**config.mk**
```make
export PLATFORM = sky130hd
export DESIGN_NAME = instruction_sequencer
export DESIGN_NICKNAME = d
export VERILOG_FILES = /design/src/rtl/instruction_sequencer.sv
export SDC_FILE = /design/constraint.sdc
export NUM_CORES = 1
export LEC_CHECK = 0
export CORE_ASPECT_RATIO = 1.25
export CORE_MARGIN = 4
export CORE_UTILIZATION = 27
export CTS_CLUSTER_DIAMETER = 100
export DETAILED_ROUTE_END_ITERATION = 7
export SETUP_SLACK_MARGIN = 0.05
export SYNTH_ARGS = -nofsm -noshare
export SYNTH_HDL_FRONTEND = slang
export SYNTH_SLANG_ARGS = --single-unit
export TNS_END_PERCENT = 30
```
**constraint.sdc**
```tcl
create_clock -name clock -period 2.7 [get_ports clock]
set_input_delay 0.81 -clock clock [delete_from_list [all_inputs] [get_ports clock]]
set_output_delay 0.81 -clock clock [all_outputs]
set_load 0.005 [all_outputs]
```
**src/rtl/instruction_sequencer.sv**
```systemverilog
// instruction_sequencer
//   Fetches instruction words from instruction memory, latches the opcode and
//   steps a 3-bit phase counter through each opcode's execute phases. It owns
//   the program counter: sequential increment on fetch, and JMP/BLT redirect
//   on retire. The opcode/state outputs feed the control matrix.
//
// Ports
//   clock        in   system clock, rising-edge active
//   reset_n      in   asynchronous active-low reset
//   instr_word   in   instruction word, sampled when fetch_req & instr_valid
//   instr_valid  in   memory data valid for address pc
//   LT_flag      in   ALU less-than, sampled on the edge leaving BLT phase 2
//   sm_reset     in   synchronous abort of the instruction in flight
//   halt         in   stop after the current instruction retires
//   fetch_req    out  instruction request, high only in state 0
//   pc           out  program counter
//   opcode       out  latched opcode (0000 for undefined opcodes and when halted)
//   state        out  0 fetch, 1-5 execute, 6 retire, 7 halted
//   branch_taken out  pulse in state 6 when pc is redirected
//   instr_done   out  pulse in state 6 for each retired/aborted instruction
//   illegal_op   out  pulse in the slot after an undefined opcode is fetched
module instruction_sequencer #(
    parameter int          INSTR_W  = 16,
    parameter int          PC_W     = 8,
    parameter int unsigned RESET_PC = 0
) (
    input  logic               clock,
    input  logic               reset_n,
    input  logic [INSTR_W-1:0] instr_word,
    input  logic               instr_valid,
    input  logic               LT_flag,
    input  logic               sm_reset,
    input  logic               halt,
    output logic               fetch_req,
    output logic [PC_W-1:0]    pc,
    output logic [3:0]         opcode,
    output logic [2:0]         state,
    output logic               branch_taken,
    output logic               instr_done,
    output logic               illegal_op
);

    typedef enum logic [2:0] {
        S_FETCH  = 3'd0,
        S_EX1    = 3'd1,
        S_EX2    = 3'd2,
        S_EX3    = 3'd3,
        S_EX4    = 3'd4,
        S_EX5    = 3'd5,
        S_RETIRE = 3'd6,
        S_HALT   = 3'd7
    } state_t;

    localparam logic [3:0] OP_JMP = 4'b0001;
    localparam logic [3:0] OP_BLT = 4'b0101;

    state_t            r_state;
    state_t            w_next;
    logic [3:0]        r_opcode;
    logic [2:0]        r_last;
    logic [PC_W-1:0]   r_pc;
    logic [PC_W-1:0]   r_target;
    logic              r_fetch_req;
    logic              r_branch_taken;
    logic              r_instr_done;
    logic              r_illegal_op;

    logic [3:0]        w_fetch_op;
    logic [2:0]        w_fetch_last;
    logic              w_accept;
    logic              w_exec;
    logic              w_exec_end;
    logic              w_unused_operand;

    assign w_fetch_op = instr_word[INSTR_W-1 -: 4];
    assign w_accept   = (r_state == S_FETCH) && instr_valid && !sm_reset;
    assign w_exec     = (r_state >= S_EX1) && (r_state <= S_EX5);
    assign w_exec_end = w_exec && !sm_reset && (r_state == r_last);

    // Operand bits above the PC width have no consumer in this block.
    assign w_unused_operand = ^instr_word;

    // Last execute phase per opcode; 0 means retire directly after fetch.
    always_comb begin
        w_fetch_last = 3'd0;
        case (w_fetch_op)
            4'b0001:                   w_fetch_last = 3'd1;
            4'b0010, 4'b0011:          w_fetch_last = 3'd3;
            4'b0100, 4'b0101:          w_fetch_last = 3'd2;
            4'b0110, 4'b0111:          w_fetch_last = 3'd3;
            default:                   w_fetch_last = 3'd0;
        endcase
    end

    always_comb begin
        w_next = r_state;
        case (r_state)
            S_FETCH: begin
                if (sm_reset)
                    w_next = S_RETIRE;
                else if (instr_valid)
                    w_next = (w_fetch_op[3] || (w_fetch_last == 3'd0)) ? S_RETIRE : S_EX1;
            end
            S_EX1, S_EX2, S_EX3, S_EX4, S_EX5: begin
                if (sm_reset || (r_state == r_last))
                    w_next = S_RETIRE;
                else
                    w_next = state_t'(r_state + 3'd1);
            end
            S_RETIRE, S_HALT: w_next = halt ? S_HALT : S_FETCH;
            default:          w_next = S_RETIRE;
        endcase
    end

    always_ff @(posedge clock or negedge reset_n) begin
        if (!reset_n)
            r_state <= S_RETIRE;
        else
            r_state <= w_next;
    end

    always_ff @(posedge clock or negedge reset_n) begin
        if (!reset_n) begin
            r_pc           <= PC_W'(RESET_PC);
            r_opcode       <= '0;
            r_last         <= '0;
            r_target       <= '0;
            r_fetch_req    <= 1'b0;
            r_branch_taken <= 1'b0;
            r_instr_done   <= 1'b0;
            r_illegal_op   <= 1'b0;
        end else begin
            r_fetch_req    <= (w_next == S_FETCH);
            // The reset-exit pass through state 6 comes from state 6, so it
            // never raises instr_done.
            r_instr_done   <= ((r_state == S_FETCH) || w_exec) && (w_next == S_RETIRE);
            // branch_taken is registered on entry to state 6, so the BLT
            // decision uses LT_flag on the same edge that samples it.
            r_branch_taken <= w_exec_end &&
                              ((r_opcode == OP_JMP) || ((r_opcode == OP_BLT) && LT_flag));
            r_illegal_op   <= w_accept && w_fetch_op[3];

            if (w_accept) begin
                r_pc     <= r_pc + 1'b1;
                r_opcode <= w_fetch_op[3] ? 4'b0000 : w_fetch_op;
                r_last   <= w_fetch_last;
                r_target <= instr_word[PC_W-1:0];
            end else if ((r_state == S_RETIRE) && r_branch_taken) begin
                r_pc <= r_target;
            end

            if (w_next == S_HALT)
                r_opcode <= '0;
        end
    end

    assign fetch_req    = r_fetch_req;
    assign pc           = r_pc;
    assign opcode       = r_opcode;
    assign state        = r_state;
    assign branch_taken = r_branch_taken;
    assign instr_done   = r_instr_done;
    assign illegal_op   = r_illegal_op;

endmodule

```
==> impl_metrics.tcl <==
set metrics [dict create \
    nFillCells 570 \
    outcome "completed" \
    cp.arrival_ns 2.61 \
    pwr-share-seq 0.376 \
    rows 30 \
    syn_area_um2 1540 \
    fin_util 0.382 \
    layout_commonest_cell "clkdlybuf4s50_1" \
    dieArea_um2 6990 \
    ant_nets 0 \
    peakVddDrop_uv 596 \
    drv_cap 0 \
    clock_latency_ns 0.27 \
    crit_end "opcode[2]$_DFFE_PN0P_" \
    fin_ws_ns 0.294 \
    ys_warn_count 0 \
    postSynthAreaPerCell_um2 9.18 \
    r2r_end "opcode[2]$_DFFE_PN0P_" \
    cts_tree "yes" \
    seq_area_um2 703 \
    drc 0 \
    final_hold_viol_count 0 \
    rsz0062_at_grt "no" \
    gp_congestion 0.760 \
    hp-class "flop to flop" \
    gr-usage-met2 0.191 \
    period_minus_slack_ns 2.41 \
    rr_worst_depth 7 \
    crit_chain "clkdlybuf4s50_1 > nor4b_1 > a2111o_1 > a221o_1 > a21boi_1 > a21oi_1" \
    viasPerCell 4.90 \
    clockPowerShare 0.113 \
    cts_resized 0 \
    holdBufCountCts 0 \
    first_iter_violations 40 \
    cts_setup_buffers 0 \
    syn_inst 168 \
    grt_max_degree 29 \
    yosys.area.top_type "dfrtp_1" \
    use_met3 0.0185 \
    clock-root-buffer "clkbuf_8" \
    p_per_area_nw_per_um2 979 \
    p_sw_w 0.000788 \
    slowest_stage "clkdlybuf4s50_1" \
    clk_path_buf_depth 2 \
    sw_frac_of_total 0.384 \
    clk_pin_slew_ns 0.10 \
    cp.required_ns 2.90 \
    cts_sinks 28 \
    rr_startpoint "state[1]$_DFF_PN1_" \
    htreeDepth 1 \
    cpPeakStageDelay_ns 0.50 \
    port_buffers 35 \
    use_met1 0.157 \
    seq_area_frac_synth 0.456 \
    synthDistinctLibCells 47 \
    clock.fmax_mhz 416 \
    cts-buffers-inserted 3 \
    relSlewSlack 0.629 \
    fp.coreArea_um2 5480 \
    ios 41 \
    nets 243 \
    cp_max_fo 6 \
    track_usage 0.118 \
    ff2ff_setup_slack_ns 0.37 \
    final_max_slew_viol_count 0 \
    multi_input_area_um2 787 \
    cp-end-kind "flop" \
    crit_start "instr_valid" \
    die_y_um 92.5 \
    synth_area_leaders "dfrtp_1, nand2_1, ha_1" \
    clock_skew_ns 0.00750 \
    wire_per_inst_um 13.4 \
    routed_wl_mm 3.72 \
    grt-busiest-layer "met2" \
    area_delta_synth_final_pct 35.7 \
    place_ws_ns -0.000104 \
    fp.dieW_um 75.6 \
    drt_first_pass_iters 4 \
    final_cell_mix "clkdlybuf4s50_1, nand2_1, dfrtp_1" \
    drive_gt1_frac 0.131 \
    grt_pass1_vias 1485 \
    grt_overflow_total 0 \
    criticalPathCategory "input port to flop" \
    synth_fp_nets 196 \
    initial_core_util 0.282 \
    internal_power_w 0.00126 \
    synth_seq_cells 28 \
    leakage_nw 0.912 \
    yosysTopAreaCellShare 0.422 \
    grt_pass1_wl_mm 6.58 \
    antenna_found_initial 0 \
    critPathLaunchType "input port" \
    n_antenna_cell 0 \
    tightestPinTransition_ns 0.549 \
    setup_viol 0 \
    period_share 0.891 \
    vias 1362 \
    p_comb_frac 0.512 \
    dp_hpwl_mm 2.86 \
]
## Yosys cell counts, drive strengths merged
cell and number:
or4 1, o21ai 5, nor3b 3, conb 1, o32ai 1, a2111o 1
a2111oi 1, nor4 1, nor2b 4, buf 5, nand2b 2, mux2i 1
a221o 2, xor2 2, and4bb 1, o21a 1, nor2 15, nand4 1
o31ai 3, a21oi 14, clkbuf 3, a211oi 3, inv 4, nor4b 1
and3 1, o211ai 1, dfrtp 26, nor3 4, nand4b 1, a311oi 2
nor4bb 1, ha 6, and2 1, nand3 6, o221a 2, or3 2
o22ai 1, dfstp 2, a21boi 1, a31oi 1, nand2 34
## power by group through the flow
stage	clock network, W	registers (W)	logic, W
2_1_floorplan	0	0.000740	0.000633
3_3_place_gp	0	0.000773	0.00105
3_5_place_dp	0	0.000780	0.00106
4_1_cts	0.000251	0.000773	0.00106
5_1_grt	0.000264	0.000797	0.00119
6_report	0.000231	0.000770	0.00105
## stage by stage
| step | TNS [ns] | power [W] | area [um2] | instances | hold slack [ns] |
|---|---|---|---|---|---|
| after global placement | 0 | 0.00182 | 2050 | 274 | 0.465 |
| final | 0 | 0.00205 | 2090 | 278 | 0.492 |
| after CTS | 0 | 0.00209 | 2090 | 278 | 0.493 |
| after global routing | 0 | 0.00225 | 2090 | 278 | 0.531 |
| after detailed placement | -0.000104 | 0.00184 | 2050 | 274 | 0.468 |
| after floorplan | 0 | 0.00137 | 1540 | 168 | 0.446 |
## worst min-delay path by stage
stage	startpoint	endpoint	slack, ns	cells after the start
final	r_target[2]$_DFFE_PN0P_	r_target[2]$_DFFE_PN0P_	0.49	2
after floorplan	r_target[1]$_DFFE_PN0P_	r_target[1]$_DFFE_PN0P_	0.45	2
after CTS	r_target[2]$_DFFE_PN0P_	r_target[2]$_DFFE_PN0P_	0.49	2
after detailed placement	r_target[2]$_DFFE_PN0P_	r_target[2]$_DFFE_PN0P_	0.47	2
after global routing	r_target[5]$_DFFE_PN0P_	r_target[5]$_DFFE_PN0P_	0.53	2
after global placement	r_target[1]$_DFFE_PN0P_	r_target[1]$_DFFE_PN0P_	0.46	2
## sequential cells by signal, indices dropped and copies added (netlist names)
| name | flops |
|---|---|
| r_target | 8 |
| fetch_req | 1 |
| opcode | 3 |
| state | 3 |
| pc | 8 |
| r_last | 2 |
| illegal_op | 1 |
| branch_taken | 1 |
| instr_done | 1 |
## critical path, delay by kind of cell
family / cells / cell delay, ns
buffers and inverters: 1 / 0.50
and+or+nand+nor: 1 / 0.20
AOI/OAI and AO/OA: 4 / 1.10
## area by class of cell
| cell class | instances | area share |
|---|---|---|
| inverter | 4 | 0.00717 |
| sequential | 28 | 0.336 |
| timing repair buffer | 50 | 0.221 |
| clock buffer | 4 | 0.0215 |
| multi-input combinational | 128 | 0.376 |
| tap | 64 | 0.0383 |
## cell families after synthesis
family	synth area share
AOI/OAI and AO/OA	0.187
xor gates and xnor gates	0.0114
adders and majority gates	0.0487
buffers and inverters	0.0381
DFF	0.456
muxes	0.00649
other	0.00243
and+or+nand+nor	0.250
## metal layers
layer / vias to the layer above / share of wire
li1: 688 / -
met1: 638 / 0.46
met3: 4 / 0.045
met5: - / 0
met2: 32 / 0.48
met4: 0 / 0.013
No activity file was read; power rests on OpenSTA's default activity.
